$ cat config.mk
export PLATFORM = sky130hd
export DESIGN_NAME = memory_operand_fetch
export DESIGN_NICKNAME = d
export VERILOG_FILES = /design/src/rtl/mof_pkg.sv /design/src/rtl/mof_align_merge.sv /design/src/rtl/memory_operand_fetch.sv
export SDC_FILE = /design/constraint.sdc
export NUM_CORES = 1
export LEC_CHECK = 0
export ABC_CLOCK_PERIOD_IN_PS = 2600
export CORE_AREA = 2 2 205 207
export CTS_CLUSTER_DIAMETER = 50
export CTS_CLUSTER_SIZE = 20
export DETAILED_ROUTE_END_ITERATION = 10
export DIE_AREA = 0 0 207 209
export GPL_TIMING_DRIVEN = 0
export PLACE_DENSITY = 0.67
export SETUP_SLACK_MARGIN = 0.4
export SYNTH_ARGS = -nofsm -noshare
export SYNTH_HDL_FRONTEND = slang
export SYNTH_SLANG_ARGS = --single-unit
$ cat constraint.sdc
create_clock -name clk -period 2.6 [get_ports clk]
set_input_delay 0.52 -clock clk [delete_from_list [all_inputs] [get_ports clk]]
set_output_delay 0.52 -clock clk [all_outputs]
set_load 0.01 [all_outputs]
$ cat src/rtl/mof_pkg.sv
// Shared types and constants for the memory operand fetch stage.
// Optional macro MEMFETCH_SPLIT_UNALIGNED_EN is consumed by memory_operand_fetch.
package mof_pkg;

    typedef enum logic [1:0] {
        ST_IDLE = 2'd0,
        ST_REQ  = 2'd1,
        ST_WAIT = 2'd2,
        ST_DONE = 2'd3
    } state_t;

    localparam logic TAG_SRC1   = 1'b0;
    localparam logic TAG_SRC2   = 1'b1;
    localparam int   BEAT_BYTES = 8;

endpackage

$ cat src/rtl/mof_align_merge.sv
// Combinational byte-shift merge of two little-endian beats by a byte offset.
// With off = 0 the result is simply lo and hi is ignored.
module mof_align_merge
    import mof_pkg::*;
#(
    parameter int DATA_W = BEAT_BYTES * 8
) (
    input  logic [DATA_W-1:0] lo,
    input  logic [DATA_W-1:0] hi,
    input  logic [2:0]        off,
    output logic [DATA_W-1:0] merged
);

    logic [6:0] lo_sh;
    logic [6:0] hi_sh;

    // off = 0 is kept separate so hi is never shifted by the full beat width.
    always_comb begin
        lo_sh  = {1'b0, off, 3'b000};
        hi_sh  = 7'(DATA_W) - lo_sh;
        merged = lo;
        if (off != 3'd0) begin
            merged = (lo >> lo_sh) | (hi << hi_sh);
        end
    end

endmodule

$ cat src/rtl/memory_operand_fetch.sv
// Memory operand fetch: turns source addresses into serial cache reads and resolves operands.
// Build option MEMFETCH_SPLIT_UNALIGNED_EN: fetch misaligned operands as two beats instead of flagging them.
module memory_operand_fetch
    import mof_pkg::*;
#(
    parameter int ADDR_W      = 64,
    parameter int DATA_W      = BEAT_BYTES * 8,
    parameter int TIMEOUT_CYC = 255
) (
    input  logic              clk,
    input  logic              reset_n,
    input  logic              inValid,
    output logic              inReady,
    input  logic              isMemSrc1In,
    input  logic              isMemSrc2In,
    input  logic [ADDR_W-1:0] memAddrSrc1In,
    input  logic [ADDR_W-1:0] memAddrSrc2In,
    input  logic [DATA_W-1:0] operand1ValIn,
    input  logic [DATA_W-1:0] operand2ValIn,
    output logic              memReqValid,
    input  logic              memReqReady,
    output logic [ADDR_W-1:0] memReqAddr,
    output logic              memReqTag,
    input  logic              memRespValid,
    input  logic              memRespTag,
    input  logic [DATA_W-1:0] memRespData,
    output logic              outValid,
    input  logic              outReady,
    output logic [DATA_W-1:0] operand1ValOut,
    output logic [DATA_W-1:0] operand2ValOut,
    output logic              fetchErrOut,
    output state_t            fsm_state
);

    // Handshakes (in/out/memReq): a transfer occurs at a rising edge where valid and ready
    // are both high; the sender keeps valid and payload stable until then. memResp has no ready.

    localparam int CNT_W = $clog2(TIMEOUT_CYC + 1);

    state_t             state;
    state_t             state_next;
    logic               cursor;
    logic [CNT_W-1:0]   wait_cnt;
    logic               mem1_q;
    logic               mem2_q;
    logic [ADDR_W-1:0]  addr1_q;
    logic [ADDR_W-1:0]  addr2_q;
    logic [DATA_W-1:0]  op1_q;
    logic [DATA_W-1:0]  op2_q;
    logic               err_q;

    logic [ADDR_W-1:0]  cur_addr;
    logic [ADDR_W-1:0]  base_addr;
    logic [ADDR_W-1:0]  req_addr;
    logic [2:0]         cur_off;
    logic               misaligned;
    logic               more_src;
    logic               resp_hit;
    logic               beat;
    logic               skip_src;
    logic               lo_first;
    logic [DATA_W-1:0]  merge_lo;
    logic [2:0]         merge_off;
    logic [DATA_W-1:0]  merged;

    logic               accept;
    logic               src_skip;
    logic               src_done;
    logic               timeout;
    logic               cnt_inc;

    assign cur_addr   = (cursor == TAG_SRC2) ? addr2_q : addr1_q;
    assign cur_off    = cur_addr[2:0];
    assign misaligned = (cur_off != 3'd0);
    assign base_addr  = {cur_addr[ADDR_W-1:3], 3'b000};
    assign req_addr   = base_addr + (beat ? ADDR_W'(BEAT_BYTES) : {ADDR_W{1'b0}});
    assign more_src   = (cursor == TAG_SRC1) && mem2_q;
    assign resp_hit   = memRespValid && (memRespTag == cursor);
    assign merge_off  = beat ? cur_off : 3'd0;

`ifdef MEMFETCH_SPLIT_UNALIGNED_EN
    logic [DATA_W-1:0] lo_q;

    assign skip_src = 1'b0;
    assign lo_first = misaligned && !beat;
    assign merge_lo = beat ? lo_q : memRespData;

    // The hi address wraps naturally through the ADDR_W-wide add.
    always_ff @(posedge clk) begin
        if (!reset_n) begin
            beat <= 1'b0;
            lo_q <= '0;
        end else if (state == ST_WAIT && resp_hit && lo_first) begin
            beat <= 1'b1;
            lo_q <= memRespData;
        end else if (accept || src_done) begin
            beat <= 1'b0;
        end
    end
`else
    assign beat     = 1'b0;
    assign skip_src = misaligned;
    assign lo_first = 1'b0;
    assign merge_lo = memRespData;
`endif

    mof_align_merge #(.DATA_W(DATA_W)) u_merge (
        .lo     (merge_lo),
        .hi     (memRespData),
        .off    (merge_off),
        .merged (merged)
    );

    always_ff @(posedge clk) begin
        if (!reset_n) begin
            state <= ST_IDLE;
        end else begin
            state <= state_next;
        end
    end

    always_comb begin
        state_next  = state;
        inReady     = 1'b0;
        memReqValid = 1'b0;
        outValid    = 1'b0;
        accept      = 1'b0;
        src_skip    = 1'b0;
        src_done    = 1'b0;
        timeout     = 1'b0;
        cnt_inc     = 1'b0;
        case (state)
            ST_IDLE: begin
                inReady = 1'b1;
                if (inValid) begin
                    accept     = 1'b1;
                    state_next = (isMemSrc1In || isMemSrc2In) ? ST_REQ : ST_DONE;
                end
            end
            ST_REQ: begin
                if (skip_src) begin
                    src_skip   = 1'b1;
                    state_next = more_src ? ST_REQ : ST_DONE;
                end else begin
                    memReqValid = 1'b1;
                    if (memReqReady) begin
                        state_next = ST_WAIT;
                    end
                end
            end
            ST_WAIT: begin
                if (resp_hit) begin
                    if (lo_first) begin
                        state_next = ST_REQ;
                    end else begin
                        src_done   = 1'b1;
                        state_next = more_src ? ST_REQ : ST_DONE;
                    end
                end else if (wait_cnt == CNT_W'(TIMEOUT_CYC - 1)) begin
                    timeout    = 1'b1;
                    state_next = ST_DONE;
                end else begin
                    cnt_inc = 1'b1;
                end
            end
            ST_DONE: begin
                outValid = 1'b1;
                if (outReady) begin
                    state_next = ST_IDLE;
                end
            end
            default: state_next = ST_IDLE;
        endcase
    end

    always_ff @(posedge clk) begin
        if (!reset_n) begin
            cursor   <= TAG_SRC1;
            wait_cnt <= '0;
            mem1_q   <= 1'b0;
            mem2_q   <= 1'b0;
            addr1_q  <= '0;
            addr2_q  <= '0;
            op1_q    <= '0;
            op2_q    <= '0;
            err_q    <= 1'b0;
        end else begin
            if (accept) begin
                mem1_q  <= isMemSrc1In;
                mem2_q  <= isMemSrc2In;
                addr1_q <= memAddrSrc1In;
                addr2_q <= memAddrSrc2In;
                op1_q   <= operand1ValIn;
                op2_q   <= operand2ValIn;
                err_q   <= 1'b0;
                cursor  <= isMemSrc1In ? TAG_SRC1 : TAG_SRC2;
            end
            // A skipped source resolves to zero; a fetched one takes the merged beat(s).
            if (src_skip || src_done) begin
                if (cursor == TAG_SRC1) begin
                    op1_q <= src_done ? merged : '0;
                end else begin
                    op2_q <= src_done ? merged : '0;
                end
                cursor <= TAG_SRC2;
            end
            if (src_skip || timeout) begin
                err_q <= 1'b1;
            end
            if (cnt_inc) begin
                wait_cnt <= wait_cnt + CNT_W'(1);
            end else begin
                wait_cnt <= '0;
            end
        end
    end

    assign memReqAddr     = memReqValid ? req_addr : '0;
    assign memReqTag      = memReqValid ? cursor : 1'b0;
    assign operand1ValOut = op1_q;
    assign operand2ValOut = op2_q;
    assign fetchErrOut    = err_q;
    assign fsm_state      = state;

endmodule

### Word level (Yosys, flattened, before mapping)

Cells that the tools add are included.

| storage, ports and cells | value |
|---|---|
| register bits after elaboration | 269 |
| output and inout port bits | 199 |

| cells by class | value |
|---|---|
| add/sub/neg operators | 1 |
| eq/ne operators | 9 |
| muxes and demuxes | 40 |
| bitwise logic cells | 1 |
| reduce and logical (&&, ||, !) cells | 11 |

Operators by type and width:

| operator | count |
|---|---|
| 64-bit two-way mux | 9 |
| 1-bit two-way mux | 22 |
| 2-bit two-way mux | 8 |
| 8-bit by 1-bit adder with 8-bit output, second input constant | 1 |
| 8-bit == test, second input constant | 1 |
| 2-bit one-hot mux with 4 select lines | 1 |
| 3-bit != test, second input constant | 2 |
| 2-bit == test, second input constant | 2 |
| 2-bit != test, second input constant | 2 |
| 4-bit AND reduction | 1 |
| 2-bit nonzero test | 2 |
| 1-bit logical OR | 3 |
| 3-bit nonzero test | 1 |
| 2-bit by 1-bit == test with 1-bit output, second input constant | 1 |
| 1-bit logical AND | 2 |
| 2-bit logical NOT | 1 |
| 2-bit AND reduction | 1 |
| 1-bit == test | 1 |
| 1-bit inverter | 1 |

### Longest topological paths before layout

| logic depth | value |
|---|---|
| depth in word-level cells | 7 |
| gate-level depth with buffers | 7 |

### Hierarchy

A second synthesis with hierarchy kept.

| second synthesis, totals | value |
|---|---|
| cells, all modules | 1821 |
| area, all modules | 15404.8 um2 |

By module, submodules not included:

| module | instances | cells an instance | area each (um2) | sequential area each (um2) |
|---|---|---|---|---|
| memory_operand_fetch | 1 | 1278 | 11334.6 | 5385.2 |
| mof_align_merge | 1 | 543 | 4070.2 | 0.0 |

### Worst setup path before layout

OpenSTA, ideal clock, no wires.

| timing | value |
|---|---|
| kind | flip-flop to output port |
| start point | register cursor |
| end point | output port memReqAddr[54] |
| data arrival time | 1419 ps |
| slack | 661 ps |
| stages on the path, launching flop included | 5 |
| path buffers | 1 |
| cell sequence | dfxtp_1 > nor4b_2 > o21ai_1 > buf_2 > nor2_1 |

| on the way | value |
|---|---|
| cells in the longest elaborated chain, start to end | 5 |

Ends and longest elaborated chain:

| item | line | RTL |
|---|---|---|
| from (decl) | memory_operand_fetch.sv:42 | `logic cursor;` |
| from (signal assigned) | memory_operand_fetch.sv:196 | `cursor <= isMemSrc1In ? TAG_SRC1 : TAG_SRC2;` |
| 64-bit two-way mux (*) | memory_operand_fetch.sv:72 | `assign cur_addr = (cursor == TAG_SRC2) ? addr2_q : addr1_q;` |
| 3-bit nonzero test | memory_operand_fetch.sv:74 | `assign misaligned = (cur_off != 3'd0);` |
| 1-bit two-way mux | memory_operand_fetch.sv:141 | `if (skip_src) begin` |
| 1-bit two-way mux | memory_operand_fetch.sv:132 | `case (state)` |
| 64-bit two-way mux (*) | memory_operand_fetch.sv:218 | `assign memReqAddr = memReqValid ? req_addr : '0;` |
| to (decl) | memory_operand_fetch.sv:22 | `output logic [ADDR_W-1:0] memReqAddr,` |

Mark *: on every way between the ends. The rest lies on a longest branch, timed or not.

### Final worst setup path

| timing | value |
|---|---|
| start point | register cursor |
| end point | output port memReqAddr[21] |

Same word-level chain as after synthesis.

==> impl_metrics.ini <==
[setup_path]
critical_path_class = reg -> out
cp_max_fo = 5
critical_path.startpoint = cursor$_SDFFE_PN0P_
arrival_ns = 2.07
kind_of_launch_point_of_the_worst_setup_path = flip-flop
required_worst_endpoint_ns = 2.08
critical_path.reg2reg.startpoint = cursor$_SDFFE_PN0P_
worstSetupEndpointType = output pin

[timing]
finalClockSkew_ns = 0.0120
worst_slew_pin_slew_ns = 0.896
rsz0062_at_grt = true
hold_viol_final = 0
timing.fmax_mhz = 387
final.period_utilization_pct = 99.5
min_period_ns = 2.59
setup_viol = 0
slew-limit-headroom_pct = 40.1
finalMaxSlewViolations = 0

[synthesis]
ys.warnings.count = 0
netlist-cell-type-count = 40
synthesis.instances = 1278
syn_area_um2 = 11300
synth_seq_area_share_pct = 47.5
syn-mean-instance-area_um2 = 8.87
yosys_register_bits = 269

[floorplan]
design.portCount = 528
dieArea_um2 = 43300
dieWidth_um = 207
floorplan.initialDensity_pct = 27.5
die_height_um = 209
core_region_area_um2 = 41300
row_count = 75

[finish]
finish.cell_count_without_fillers = 2411
number_of_fill_cells_in_the_layout = 3983
utilization_of_the_core_after_routing_pct = 46.2
final_layout_size_suffix_gt1_share_pct = 15.3
synthToLayoutAreaGrowth_pct = 68.3
nNetsFinal = 2181

[clock_tree]
cts.path.max_buffers = 3
clkTransAtPathRegs_ns = 0.06
clk_latency_ns = 0.55
clkSinkCount = 269
clock-root-buffer = sky130_fd_sc_hd__clkbuf_16
cts_max_level = 1
cts_made_buffers = 29
cts_tree = built
cts_hold_repair.buffers = 0

[global_routing]
grt_overflow = 0
global_route.usage.met1_pct = 24.8
groute.layer.met3.usage_pct = 5.18
pin_count_of_the_biggest_net_entering_global_routing = 16
wire_length_of_the_first_global_routing_pass_um = 73100
grt_pass1_vias = 11877
antenna_found_initial = 4
grt_util_all_layers_pct = 21.9
grt-busiest-layer = met2
groute.layer.met2.usage_pct = 40.1

[placed_design]
gp_congestion = 0.943
buffer_ports.inserted = 523
placed_cells_incl_taps = 2342
post-dp-hpwl_um = 38500

[routing]
route.vias.total = 11728
postRouteAntennaNets = 0
drtPass1Iterations = 5
drc_violations = 0
drt_total_wl_um = 49800
wire_per_inst_um = 20.7
vias_per_cell = 4.86
dr.first_iter.drc_count = 477

[pwr]
ir_drop_mv = 0.476
power.density_nw_per_um2 = 910
power_leakage_nw = 7.51

[run]
drv_cap = 0

[worst_hold_path]
class_of_the_most_critical_hold_timing_path = reg -> reg
holdCritStartpoint = addr2_q[4]$_SDFFE_PN0P_

[outcome]
status = complete, no violations
==> flip-flops by register name, summed over array words and instances (netlist names) <==
register and count:
addr1_q 64, addr2_q 64, cursor 1, fetchErrOut 1, fsm_state 2, mem2_q 1
operand1ValOut 64, operand2ValOut 64, wait_cnt 8
==> cells by family (layout without fill, tap and decap cells) <==
kind of cell               after synthesis  count (layout)  share of synthesized area, %
AOI/OAI and AO/OA                      272             272                          14.0
DFF                                    269             269                          47.5
xor gates and xnor gates                 7               7                         0.541
buffers and inverters                  114             704                          6.31
other                                    1               5                        0.0331
and+or+nand+nor                        424             424                          14.7
adders and majority gates                2               2                         0.221
muxes                                  189             189                          16.7
==> per-stage QoR <==
step	TNS, ns	setup slack, ns	power [W]	cell area [um^2]	hold slack, ns
final	0	0.0136	0.0174	19100	0.452
after global routing	-0.559	-0.0499	0.0182	19100	0.473
after CTS	-0.0554	-0.0142	0.0174	18900	0.431
after detailed placement	-56.96	-1.09	0.0120	17300	0.446
after global placement	-58.03	-1.12	0.0119	17300	0.441
after floorplan	0	0.661	0.00902	11300	0.430
==> power breakdown <==
part,internal (W),switching [W]
combinational,0.00363,0.00380
clock,0.00261,0.00180
sequential,0.00499,0.000520
==> layout by cell type (no fill, tap or decap), types with 11 or more instances in the layout <==
cell                              instances
sky130_fd_sc_hd__buf_2                   50
sky130_fd_sc_hd__nor2_4                  44
sky130_fd_sc_hd__mux2i_1                177
sky130_fd_sc_hd__clkbuf_1                27
sky130_fd_sc_hd__nor2_1                  22
sky130_fd_sc_hd__o22ai_1                128
sky130_fd_sc_hd__dfxtp_1                265
sky130_fd_sc_hd__mux2i_2                 11
sky130_fd_sc_hd__buf_6                   75
sky130_fd_sc_hd__a21oi_1                129
sky130_fd_sc_hd__buf_4                   23
sky130_fd_sc_hd__clkbuf_16               29
sky130_fd_sc_hd__clkdlybuf4s50_1        458
sky130_fd_sc_hd__nand2_1                327
==> per-layer routing <==
layer / vias to the layer above / wire length [um] / share of wire [%]
met5: - / 25 / 0.050
met4: 4 / 1550 / 3.1
met3: 82 / 3590 / 7.2
met2: 472 / 25500 / 51
met1: 5598 / 19200 / 39
li1: 5572 / - / -
==> synthesized netlist by cell type, drive strengths merged <==
master,count,area (um^2)
a211oi,1,7.51
a21oi,129,646
a22o,1,8.76
a2bb2oi,1,8.76
a31oi,2,12.5
and2,3,18.8
and3,2,12.5
buf,85,607
clkbuf,23,86.3
conb,1,3.75
dfxtp,269,5390
ha,2,25.0
inv,6,22.5
mux2i,189,1890
nand2,327,1230
nand2b,2,12.5
nand3,4,20.0
nand3b,1,7.51
nor2,74,278
nor2b,2,12.5
nor3,2,10.0
nor4,1,6.26
nor4b,1,15.0
o21a,1,7.51
o21ai,4,20.0
o221ai,1,8.76
o22ai,128,801
o311ai,2,52.6
o31a,2,17.5
or2,1,6.26
or3,2,17.5
or3b,2,17.5
xnor2,3,26.3
xor2,4,35.0
==> path summary, 6_finish.rpt <==
path	to	slack (ns)	depth (start not counted)
setup reg to reg	operand2ValOut[62]$_SDFF_PN0_	0.62	6
hold reg to reg	addr2_q[4]$_SDFFE_PN0P_	0.45	2
setup / recovery	memReqAddr[21]	0.01	9
hold / removal	addr2_q[4]$_SDFFE_PN0P_	0.45	2
==> final cells by class <==
type | instances | area (um^2) | share of cell area (%)
multi-input combinational | 897 | 5680 | 29.8
timing repair buffer | 539 | 5470 | 28.7
sequential | 269 | 5400 | 28.3
buffer | 108 | 810 | 4.24
clock buffer | 34 | 754 | 3.95
tap | 539 | 674 | 3.53
clock inverter | 17 | 263 | 1.38
inverter | 6 | 22.5 | 0.118
antenna | 2 | 5.00 | 0.0262
==> what timing repair did <==
action	CTS	global route
cloned	4	0
gates resized for setup	429	49
setup endpoints to repair	66	64
setup buffers	12	0
pin swaps	28	3
==> worst max-delay path, stage by stage, from the launching register on <==
cell and delay [ns]:
sky130_fd_sc_hd__dfxtp_4 0.37, sky130_fd_sc_hd__buf_12 0.13, sky130_fd_sc_hd__nor4_4 0.11, sky130_fd_sc_hd__buf_4 0.17, sky130_fd_sc_hd__o21ai_4 0.07, sky130_fd_sc_hd__buf_6 0.14
sky130_fd_sc_hd__buf_16 0.14, sky130_fd_sc_hd__buf_12 0.15, sky130_fd_sc_hd__nor2_4 0.11, sky130_fd_sc_hd__buf_6 0.11
Power figures use the tool's default switching activity.
